==> config.mk <==
export PLATFORM = sky130hd
export DESIGN_NAME = ecc_decode_pipe
export DESIGN_NICKNAME = d
export VERILOG_FILES = /design/src/rtl/ecc_decode_pipe.sv
export SDC_FILE = /design/constraint.sdc
export NUM_CORES = 1
export LEC_CHECK = 0
export BUFFER_PORTS_ARGS = -buffer_cell sky130_fd_sc_hd__buf_2
export CORE_UTILIZATION = 35
export CTS_CLUSTER_DIAMETER = 200
export CTS_CLUSTER_SIZE = 10
export DETAILED_ROUTE_END_ITERATION = 8
export GPL_TIMING_DRIVEN = 0
export PLACE_DENSITY = 0.53
export SYNTH_ARGS = -nofsm -noshare
export SYNTH_HDL_FRONTEND = slang
export SYNTH_SLANG_ARGS = --single-unit
==> constraint.sdc <==
create_clock -name clk_i -period 13.8 [get_ports clk_i]
set_input_delay 2.76 -clock clk_i [delete_from_list [all_inputs] [get_ports clk_i]]
set_output_delay 2.76 -clock clk_i [all_outputs]
set_load 0.01 [all_outputs]
==> src/rtl/ecc_decode_pipe.sv <==
// rtl/ecc_decode_pipe.sv - multi-lane SECDED decoder with optional output register, saturating error counters and sticky first-error log
package ecc_pkg;
  function automatic int get_parity_width(input int dw);
    int p;
    p = 1;
    while ((1 << p) < dw + p + 1) p++;
    return p;
  endfunction

  function automatic int get_cw_width(input int dw);
    return dw + get_parity_width(dw);
  endfunction
endpackage

module ecc_decode_pipe #(
  parameter int DataWidth     = 32,
  parameter int NumLanes      = 4,
  parameter int PipeReg       = 1,
  parameter int CntWidth      = 16,
  parameter int ParityWidth   = ecc_pkg::get_parity_width(DataWidth),
  parameter int CodeWordWidth = ecc_pkg::get_cw_width(DataWidth),
  parameter int LaneIdxWidth  = (NumLanes > 1) ? $clog2(NumLanes) : 1
) (
  input  logic                               clk_i,
  input  logic                               rst_i,
  input  logic                               valid_i,
  output logic                               ready_o,
  input  logic [NumLanes*(CodeWordWidth+1)-1:0] data_i,
  output logic                               valid_o,
  input  logic                               ready_i,
  output logic [NumLanes*DataWidth-1:0]      data_o,
  output logic [NumLanes-1:0]                single_err_o,
  output logic [NumLanes-1:0]                parity_err_o,
  output logic [NumLanes-1:0]                double_err_o,
  input  logic                               clear_i,
  output logic [CntWidth-1:0]                corr_cnt_o,
  output logic [CntWidth-1:0]                uncorr_cnt_o,
  output logic                               log_valid_o,
  output logic [LaneIdxWidth-1:0]            log_lane_o,
  output logic [ParityWidth-1:0]             log_syndrome_o,
  output logic                               log_double_o
);

  localparam int CW        = CodeWordWidth;
  localparam int LW        = CW + 1;
  localparam int IncWidth  = $clog2(NumLanes + 1);
  localparam int SumWidth  = ((CntWidth > IncWidth) ? CntWidth : IncWidth) + 1;

  logic [NumLanes*DataWidth-1:0]   dec_data;
  logic [NumLanes-1:0]             dec_single;
  logic [NumLanes-1:0]             dec_parity;
  logic [NumLanes-1:0]             dec_double;
  logic [NumLanes*ParityWidth-1:0] dec_syn;
  logic [NumLanes*ParityWidth-1:0] out_syn;

  // Per-lane syndrome, classification, single-bit fix and data extraction.
  always_comb begin
    logic [LW-1:0]          cw;
    logic [ParityWidth-1:0] syn;
    logic [CW-1:0]          fixed;
    logic                   par;
    int                     di;
    dec_data   = '0;
    dec_single = '0;
    dec_parity = '0;
    dec_double = '0;
    dec_syn    = '0;
    for (int k = 0; k < NumLanes; k++) begin
      cw  = data_i[k*LW +: LW];
      syn = '0;
      for (int pos = 1; pos <= CW; pos++) begin
        if (cw[pos-1]) syn = syn ^ ParityWidth'(pos);
      end
      par = ^cw;
      dec_single[k] = (syn != '0) && par;
      dec_parity[k] = (syn == '0) && par;
      dec_double[k] = (syn != '0) && !par;
      // A syndrome beyond the codeword length matches no position, so nothing flips.
      fixed = cw[CW-1:0];
      for (int pos = 1; pos <= CW; pos++) begin
        if (dec_single[k] && (syn == ParityWidth'(pos))) fixed[pos-1] = ~fixed[pos-1];
      end
      di = 0;
      for (int pos = 1; pos <= CW; pos++) begin
        if ((pos & (pos - 1)) != 0) begin
          dec_data[k*DataWidth + di] = fixed[pos-1];
          di++;
        end
      end
      dec_syn[k*ParityWidth +: ParityWidth] = syn;
    end
  end

  generate
    if (PipeReg != 0) begin : g_reg
      logic                            valid_q;
      logic [NumLanes*DataWidth-1:0]   data_q;
      logic [NumLanes-1:0]             single_q;
      logic [NumLanes-1:0]             parity_q;
      logic [NumLanes-1:0]             double_q;
      logic [NumLanes*ParityWidth-1:0] syn_q;

      always_ff @(posedge clk_i or posedge rst_i) begin
        if (rst_i) begin
          valid_q  <= 1'b0;
          data_q   <= '0;
          single_q <= '0;
          parity_q <= '0;
          double_q <= '0;
          syn_q    <= '0;
        end else if (ready_o) begin
          valid_q <= valid_i;
          if (valid_i) begin
            data_q   <= dec_data;
            single_q <= dec_single;
            parity_q <= dec_parity;
            double_q <= dec_double;
            syn_q    <= dec_syn;
          end
        end
      end

      assign ready_o      = ~valid_q | ready_i;
      assign valid_o      = valid_q;
      assign data_o       = data_q;
      assign single_err_o = single_q;
      assign parity_err_o = parity_q;
      assign double_err_o = double_q;
      assign out_syn      = syn_q;
    end else begin : g_comb
      assign ready_o      = ready_i;
      assign valid_o      = valid_i;
      assign data_o       = dec_data;
      assign single_err_o = dec_single;
      assign parity_err_o = dec_parity;
      assign double_err_o = dec_double;
      assign out_syn      = dec_syn;
    end
  endgenerate

  logic                    hs;
  logic [IncWidth-1:0]     corr_inc;
  logic [IncWidth-1:0]     uncorr_inc;
  logic                    err_hit;
  logic [LaneIdxWidth-1:0] err_lane;
  logic [ParityWidth-1:0]  err_syn;
  logic                    err_dbl;
  logic                    dbl_hit;
  logic [LaneIdxWidth-1:0] dbl_lane;
  logic [ParityWidth-1:0]  dbl_syn;

  assign hs = valid_o & ready_i;

  // Walk lanes from the top down so the last hit written is the lowest index.
  always_comb begin
    corr_inc   = '0;
    uncorr_inc = '0;
    err_hit    = 1'b0;
    err_lane   = '0;
    err_syn    = '0;
    err_dbl    = 1'b0;
    dbl_hit    = 1'b0;
    dbl_lane   = '0;
    dbl_syn    = '0;
    for (int k = NumLanes - 1; k >= 0; k--) begin
      corr_inc   = corr_inc + IncWidth'(single_err_o[k] | parity_err_o[k]);
      uncorr_inc = uncorr_inc + IncWidth'(double_err_o[k]);
      if (single_err_o[k] | parity_err_o[k] | double_err_o[k]) begin
        err_hit  = 1'b1;
        err_lane = LaneIdxWidth'(k);
        err_syn  = out_syn[k*ParityWidth +: ParityWidth];
        err_dbl  = double_err_o[k];
      end
      if (double_err_o[k]) begin
        dbl_hit  = 1'b1;
        dbl_lane = LaneIdxWidth'(k);
        dbl_syn  = out_syn[k*ParityWidth +: ParityWidth];
      end
    end
  end

  function automatic logic [CntWidth-1:0] sat_add(input logic [CntWidth-1:0] a,
                                                  input logic [IncWidth-1:0] b);
    logic [SumWidth-1:0] s;
    s = SumWidth'(a) + SumWidth'(b);
    if (s > SumWidth'({CntWidth{1'b1}})) return {CntWidth{1'b1}};
    return s[CntWidth-1:0];
  endfunction

  always_ff @(posedge clk_i or posedge rst_i) begin
    if (rst_i) begin
      corr_cnt_o   <= '0;
      uncorr_cnt_o <= '0;
    end else if (clear_i) begin
      corr_cnt_o   <= '0;
      uncorr_cnt_o <= '0;
    end else if (hs) begin
      corr_cnt_o   <= sat_add(corr_cnt_o, corr_inc);
      uncorr_cnt_o <= sat_add(uncorr_cnt_o, uncorr_inc);
    end
  end

  // First error is captured; one upgrade to a double error is allowed, then it freezes.
  always_ff @(posedge clk_i or posedge rst_i) begin
    if (rst_i) begin
      log_valid_o    <= 1'b0;
      log_lane_o     <= '0;
      log_syndrome_o <= '0;
      log_double_o   <= 1'b0;
    end else if (clear_i) begin
      log_valid_o    <= 1'b0;
      log_lane_o     <= '0;
      log_syndrome_o <= '0;
      log_double_o   <= 1'b0;
    end else if (hs) begin
      if (!log_valid_o && err_hit) begin
        log_valid_o    <= 1'b1;
        log_lane_o     <= err_lane;
        log_syndrome_o <= err_syn;
        log_double_o   <= err_dbl;
      end else if (log_valid_o && !log_double_o && dbl_hit) begin
        log_lane_o     <= dbl_lane;
        log_syndrome_o <= dbl_syn;
        log_double_o   <= 1'b1;
      end
    end
  end

endmodule

==> impl_metrics.env, run 1 <==
export IMPL_outcome="finished clean"
export IMPL_cts_tree="done"
export IMPL_die_h_um=204
export IMPL_grt_first_pass_wirelength_um=75200
export IMPL_postSynthAreaPerCell_um2=9.32
export IMPL_finalMaxSlewViolations=0
export IMPL_holdCritPathClass="register to register"
export IMPL_port_buffers=342
export IMPL_irDropWorstVdd_uv=90.7
export IMPL_dp_hpwl_um=38300
export IMPL_ioPinCount=345
export IMPL_placementRows=73
export IMPL_r2r_end="uncorr_cnt_o[7]"
export IMPL_path_delay_family="buffers and inverters"
export IMPL_drtIter0Drc=759
export IMPL_grt_max_degree=117
export IMPL_wl_per_cell_um=20.2
export IMPL_ctsLongestPathBuffers=3
export IMPL_reg2reg_setup_slack_ps=9790
export IMPL_place_congestion=0.897
export IMPL_hp_start="data_o[23]"
export IMPL_maxCapViolCount=0
export IMPL_syn_nets=1713
export IMPL_path_max_fanout=4
export IMPL_clock_power_share_pct=17.8
export IMPL_cts_hold_buffers_added=0
export IMPL_critical_path_max_stage_delay_ps=180
export IMPL_timing_final_crit_share_pct=43.3
export IMPL_cp_end_kind="primary output"
export IMPL_clock_sinks=207
export IMPL_worstSetupStartpoint="ready_i"
export IMPL_cp_cell_sequence="buf_2 > nand2b_1 > buf_2"
export IMPL_synthFlopType="dfrtp_1"
export IMPL_overflow=0
export IMPL_synth_async_reset_ratio_pct=100
export IMPL_synth_cells=1535
export IMPL_grt_setup_unrepaired="no"
export IMPL_area_growth_syn_to_layout_pct=21.2
export IMPL_switching_share_pct=46.7
export IMPL_clk_latency_ps=540
export IMPL_arrival_ps=3210
export IMPL_fin_setup_tns_ps=0
export IMPL_grt_total_usage_pct=23.4
export IMPL_maxSlewHeadroom_pct=41.1
export IMPL_p_leak_nw=7.72
export IMPL_drtPass1Iterations=5
export IMPL_finish_utilization_pct=43.3
export IMPL_rr_worst_depth=15
export IMPL_ys_ff_latch=207
export IMPL_wl_um=49200
export IMPL_core_area_um2=40000
export IMPL_power_density_nw_per_um2=184
export IMPL_critPathKind="primary input to primary output"
export IMPL_initial_core_util_pct=35.7
export IMPL_ant_nets=0
export IMPL_grt_pass1_vias=12700
export IMPL_synth_edff_count=0
export IMPL_vias=12755
export IMPL_cts_htree_levels=1
export IMPL_fin_crit_ps=5970
export IMPL_yosys_warnings=0
export IMPL_combinationalPowerShare_pct=55.6
export IMPL_clkTransAtPathRegs_ps=60
export IMPL_worst_pin_slew_ps=877
export IMPL_setup_viol=0
export IMPL_crit_path_top_delay_cell="nand2b_1"
export IMPL_num_antenna_cells=0
export IMPL_drive_gt1_share_pct=20.8
export IMPL_critPathLaunchType="primary input"
export IMPL_synth_seq_area_share_pct=36.2
export IMPL_switching_power_mw=1.49
export IMPL_worstSetupPathDepth=3
export IMPL_hold_viol_final=0
export IMPL_dieArea_um2=41700
export IMPL_stdcell_count=2429
export IMPL_p_seq_share_pct=26.6
export IMPL_ctsResizeCount=0
export IMPL_dp_cells=2403
export IMPL_worst_path_buf_inv=2
export IMPL_post_cts_buffers=0
export IMPL_root_buffer="clkbuf_16"
export IMPL_cpMostUsedCell="buf_2"
export IMPL_fill_cells=4026
export IMPL_fin_skew_ps=13.1
export IMPL_synth_cell_types=60
export IMPL_r2r_start="double_err_o[2]"
export IMPL_p_int_mw=1.70
export IMPL_required_ps=11040
export IMPL_cts_made_buffers=24
export IMPL_drc_errors=0
export IMPL_antenna_found_initial=0
export IMPL_die_w_um=204
export IMPL_synth_area_um2=14300
export IMPL_routed_via_density=5.25
export IMPL_cp_endpoint="ready_o"
export IMPL_fin_nets=2082
export IMPL_fmax_mhz=168
## state kept, by name (all words and copies together), names as in the netlist
name and cells:
log_double_o 1, log_syndrome_o 6, log_lane_o 2, single_err_o 4
data_o 128, g_reg.syn_q 24, double_err_o 4, valid_o 1
corr_cnt_o 16, log_valid_o 1, uncorr_cnt_o 16, parity_err_o 4
## worst min path at each step
stage | end | depth (start not counted) | slack [ps]
after detailed placement | data_o[37] | 2 | 460
after floorplan | g_reg.syn_q[2] | 2 | 450
after global placement | data_o[9] | 2 | 460
after CTS | data_o[37] | 2 | 480
final | data_o[23] | 2 | 470
after global routing | data_o[101] | 2 | 510
## layout by cell type (no fill, tap or decap), types with 30 or more instances in the layout
cell type	netlist	routed
nand3_1	34	34
a21oi_1	34	34
xnor2_1	203	203
xor2_1	92	92
o21ai_0	158	158
nor3_1	30	30
dfrtp_1	207	207
clkbuf_1	66	66
buf_2	2	344
nor2_1	103	103
nand2_1	224	224
xnor3_1	51	51
## Yosys cell counts (7+ instances only)
library cell / number / area share, %
a211oi_1: 8 / 0.42
a21oi_1: 34 / 1.2
a22oi_1: 16 / 0.84
a311oi_1: 8 / 0.49
and2_1: 25 / 1.1
and3_1: 11 / 0.48
clkbuf_1: 66 / 1.7
dfrtp_1: 207 / 36
ha_1: 13 / 1.1
inv_1: 17 / 0.45
nand2_1: 224 / 5.9
nand2b_1: 12 / 0.53
nand3_1: 34 / 1.2
nand4_1: 24 / 1.1
nor2_1: 103 / 2.7
nor2b_1: 8 / 0.35
nor3_1: 30 / 1.1
nor4_1: 26 / 1.1
o2111ai_1: 16 / 0.98
o211ai_1: 13 / 0.68
o21ai_0: 158 / 5.5
o21ai_1: 14 / 0.49
o311ai_0: 17 / 1.0
o31ai_1: 9 / 0.47
or3_1: 14 / 0.61
xnor2_1: 203 / 12
xnor3_1: 51 / 8.0
xor2_1: 92 / 5.6
xor3_1: 7 / 1.2
## cell type report
class / instances / area [um2] / share of cell area, %
inverters: 17 / 71.3 / 0.411
flip-flops and latches: 207 / 5180 / 29.9
clock inverters: 1 / 5.00 / 0.0289
repair buffers: 343 / 1740 / 10.0
well taps: 525 / 657 / 3.79
plain buffers: 70 / 265 / 1.53
multi-input cells: 1241 / 8790 / 50.7
clock buffers: 25 / 626 / 3.61
## power groups by stage
| stage | Sequential [mW] | Combinational, mW | Clock, mW |
|---|---|---|---|
| after global placement | 0.857 | 1.74 | 0 |
| after global routing | 0.868 | 1.96 | 0.608 |
| final | 0.851 | 1.78 | 0.570 |
| after detailed placement | 0.861 | 1.76 | 0 |
| after CTS | 0.852 | 1.77 | 0.588 |
| after floorplan | 0.885 | 1.16 | 0 |
## cell families (layout without fill, tap and decap cells)
kind of cell / Yosys count / in the layout / share of synthesized area, %
xor+xnor: 355 / 355 / 27.5
simple gates: 541 / 541 / 17.9
fa+ha+maj: 17 / 17 / 1.70
compound gates: 320 / 320 / 13.6
flops: 207 / 207 / 36.2
mux: 8 / 8 / 0.700
buf+inv: 87 / 456 / 2.30
## worst register-to-register path: stages (launching register included)
cell	delay [ps]
dfrtp_1	360
clkbuf_1	350
inv_1	210
ha_1	340
inv_1	50
fa_1	470
inv_1	40
ha_1	190
fa_1	410
a21oi_1	350
nor4_1	140
nand2_1	130
clkbuf_1	420
nand3_1	170
o22ai_1	180
nor2_1	60
## metal layers
metal	global-route usage [%]	vias to the layer above	part of all wire [%]
met1	31.9	6177	45
met2	38.2	396	47
met3	3.73	71	6.1
met5	0	-	0
met4	6.37	0	2.3
li1	-	6111	-
## through the flow
step	total power [mW]	instance area, um2	hold slack (ps)	worst slack (ps)
floorplan	2.05	14300	446	5390
global placement	2.60	16700	461	2450
detailed placement	2.62	16700	462	7780
CTS	3.21	17300	477	7830
global route	3.44	17300	506	7800
finish	3.20	17300	473	7830
(Power assumes the default switching activity.)
==> run 2, diff against run 1 <==
==> constraint.sdc (replaced) <==
create_clock -name clk_i -period 5.7 [get_ports clk_i]
set_input_delay 1.14 -clock clk_i [delete_from_list [all_inputs] [get_ports clk_i]]
set_output_delay 1.14 -clock clk_i [all_outputs]
set_load 0.01 [all_outputs]
==> run 2 against run 1 <==
Setup slack worse by 6100 ps. Register-to-register slack worse by 8100 ps. Highest routed layer unchanged. Worst hold slack worse by 2.7 ps.
==> impl_metrics.env, run 2 (synthesis gave the netlist of run 1 again) <==
export IMPL_drtPass1Iterations=5
export IMPL_ioPinCount=345
export IMPL_overflow=0
export IMPL_largest_reg_flops=128
export IMPL_ant_nets=0
export IMPL_final_cell_mix="buf_2 (344), nand2_1 (224), dfrtp_1 (207)"
export IMPL_holdCritPathClass="register to register"
export IMPL_post_cts_buffers=0
export IMPL_grt_setup_unrepaired="no"
export IMPL_r2r_start="double_err_o[2]"
export IMPL_fin_skew_ps=11.6
export IMPL_arrival_ps=4390
export IMPL_num_antenna_cells=0
export IMPL_grt_total_usage_pct=23.4
export IMPL_worstSetupStartpoint="double_err_o[2]"
export IMPL_path_max_fanout=10
export IMPL_clk_latency_ps=540
export IMPL_maxSlewHeadroom_pct=38.2
export IMPL_cts_made_buffers=24
export IMPL_critPathKind="register to register"
export IMPL_core_area_um2=40000
export IMPL_drtIter0Drc=752
export IMPL_fmax_mhz=250
export IMPL_drive_gt1_share_pct=21.0
export IMPL_place_congestion=0.893
export IMPL_irDropWorstVdd_uv=227
export IMPL_design_area_um2=17400
export IMPL_dp_hpwl_um=38700
export IMPL_die_w_um=204
export IMPL_die_h_um=204
export IMPL_area_growth_syn_to_layout_pct=21.7
export IMPL_fin_setup_tns_ps=0
export IMPL_required_ps=6090
export IMPL_placementRows=73
export IMPL_ctsResizeCount=0
export IMPL_cp_end_kind="register"
export IMPL_grt_max_degree=40
export IMPL_wl_per_cell_um=20.3
export IMPL_cts_tree="done"
export IMPL_port_buffers=342
export IMPL_clkTransAtPathRegs_ps=50
export IMPL_cts_hold_buffers_added=0
export IMPL_fill_cells=4030
export IMPL_timing_final_crit_share_pct=70.3
export IMPL_fin_crit_ps=4000
export IMPL_routed_via_density=5.27
export IMPL_whs_ps=470
export IMPL_hp_start="data_o[23]"
export IMPL_finalMaxSlewViolations=0
export IMPL_p_leak_nw=7.75
export IMPL_grt_first_pass_wirelength_um=75200
export IMPL_cts_htree_levels=1
export IMPL_wl_um=49500
export IMPL_ctsLongestPathBuffers=3
export IMPL_clock_sinks=207
export IMPL_outcome="finished clean"
export IMPL_final_common_cell="buf_2"
export IMPL_vias=12819
export IMPL_fin_nets=2086
export IMPL_critPathLaunchType="register"
export IMPL_place_area_um2=16800
export IMPL_power_density_nw_per_um2=445
export IMPL_dieArea_um2=41700
export IMPL_setup_viol=0
export IMPL_maxCapViolCount=0
export IMPL_antenna_found_initial=0
export IMPL_initial_core_util_pct=35.7
export IMPL_root_buffer="clkbuf_16"
export IMPL_worst_pin_slew_ps=927
export IMPL_hold_viol_final=0
export IMPL_grt_pass1_vias=12586
export IMPL_drc_errors=0
[run 2: critical path, stage by stage (launching register included)]
cell and delay (ps):
dfrtp_1 380, clkbuf_1 340, inv_1 210, ha_1 320, inv_1 50, fa_1 470
inv_1 40, ha_1 200, fa_1 420, a21oi_1 380, nor4_1 150, nand2_1 130
clkbuf_1 390, nand3_1 160, o22ai_1 180, nor2_1 60
[run 2: final timing paths]
check / to / slack, ps / cells after the start
min in group asynchronous: data_o[13] / 770 / 2
max in group asynchronous: data_o[116] / 3990 / 4
hold reg to reg: data_o[23] / 470 / 2
setup reg to reg: uncorr_cnt_o[7] / 1700 / 15
setup / recovery: uncorr_cnt_o[7] / 1700 / 15
hold / removal: data_o[23] / 470 / 2
[run 2: stage by stage]
step                std cells  total power [mW]  setup slack (ps)  util [%]
floorplan                1535              4.95              1870         -
finish                   2433              7.74              1700      43.5
detailed placement       2407              6.35              1280      41.9
global placement         2402              6.30               277      41.7
global route             2433              8.32              1300      43.5
CTS                      2433              7.77              1690      43.5
[run 2: layout make-up]
type                            count  area [um2]  share of cell area [%]
Multi-Input combinational cell   1241        8790                    50.5
Clock buffer                       25         626                    3.60
Clock inverter                      1        5.00                  0.0288
Timing Repair Buffer              347        1810                    10.4
Inverter                           17        67.6                   0.388
Buffer                             70         265                    1.52
Tap cell                          525         657                    3.77
Sequential cell                   207        5180                    29.8
[run 2: power by group]
group / switching (mW) / internal [mW]
logic: 2.75 / 1.55
clock network: 0.610 / 0.766
registers: 0.256 / 1.81
total: 3.61 / 4.13
[run 2: per-layer routing]
layer  part of all wire, %  vias to the layer above  track usage (%)
li1                      -                     6112                -
met4                   2.4                        0             6.90
met3                   6.4                       64             4.42
met5                     0                        -                0
met2                    47                      418             37.6
met1                    44                     6225             31.8
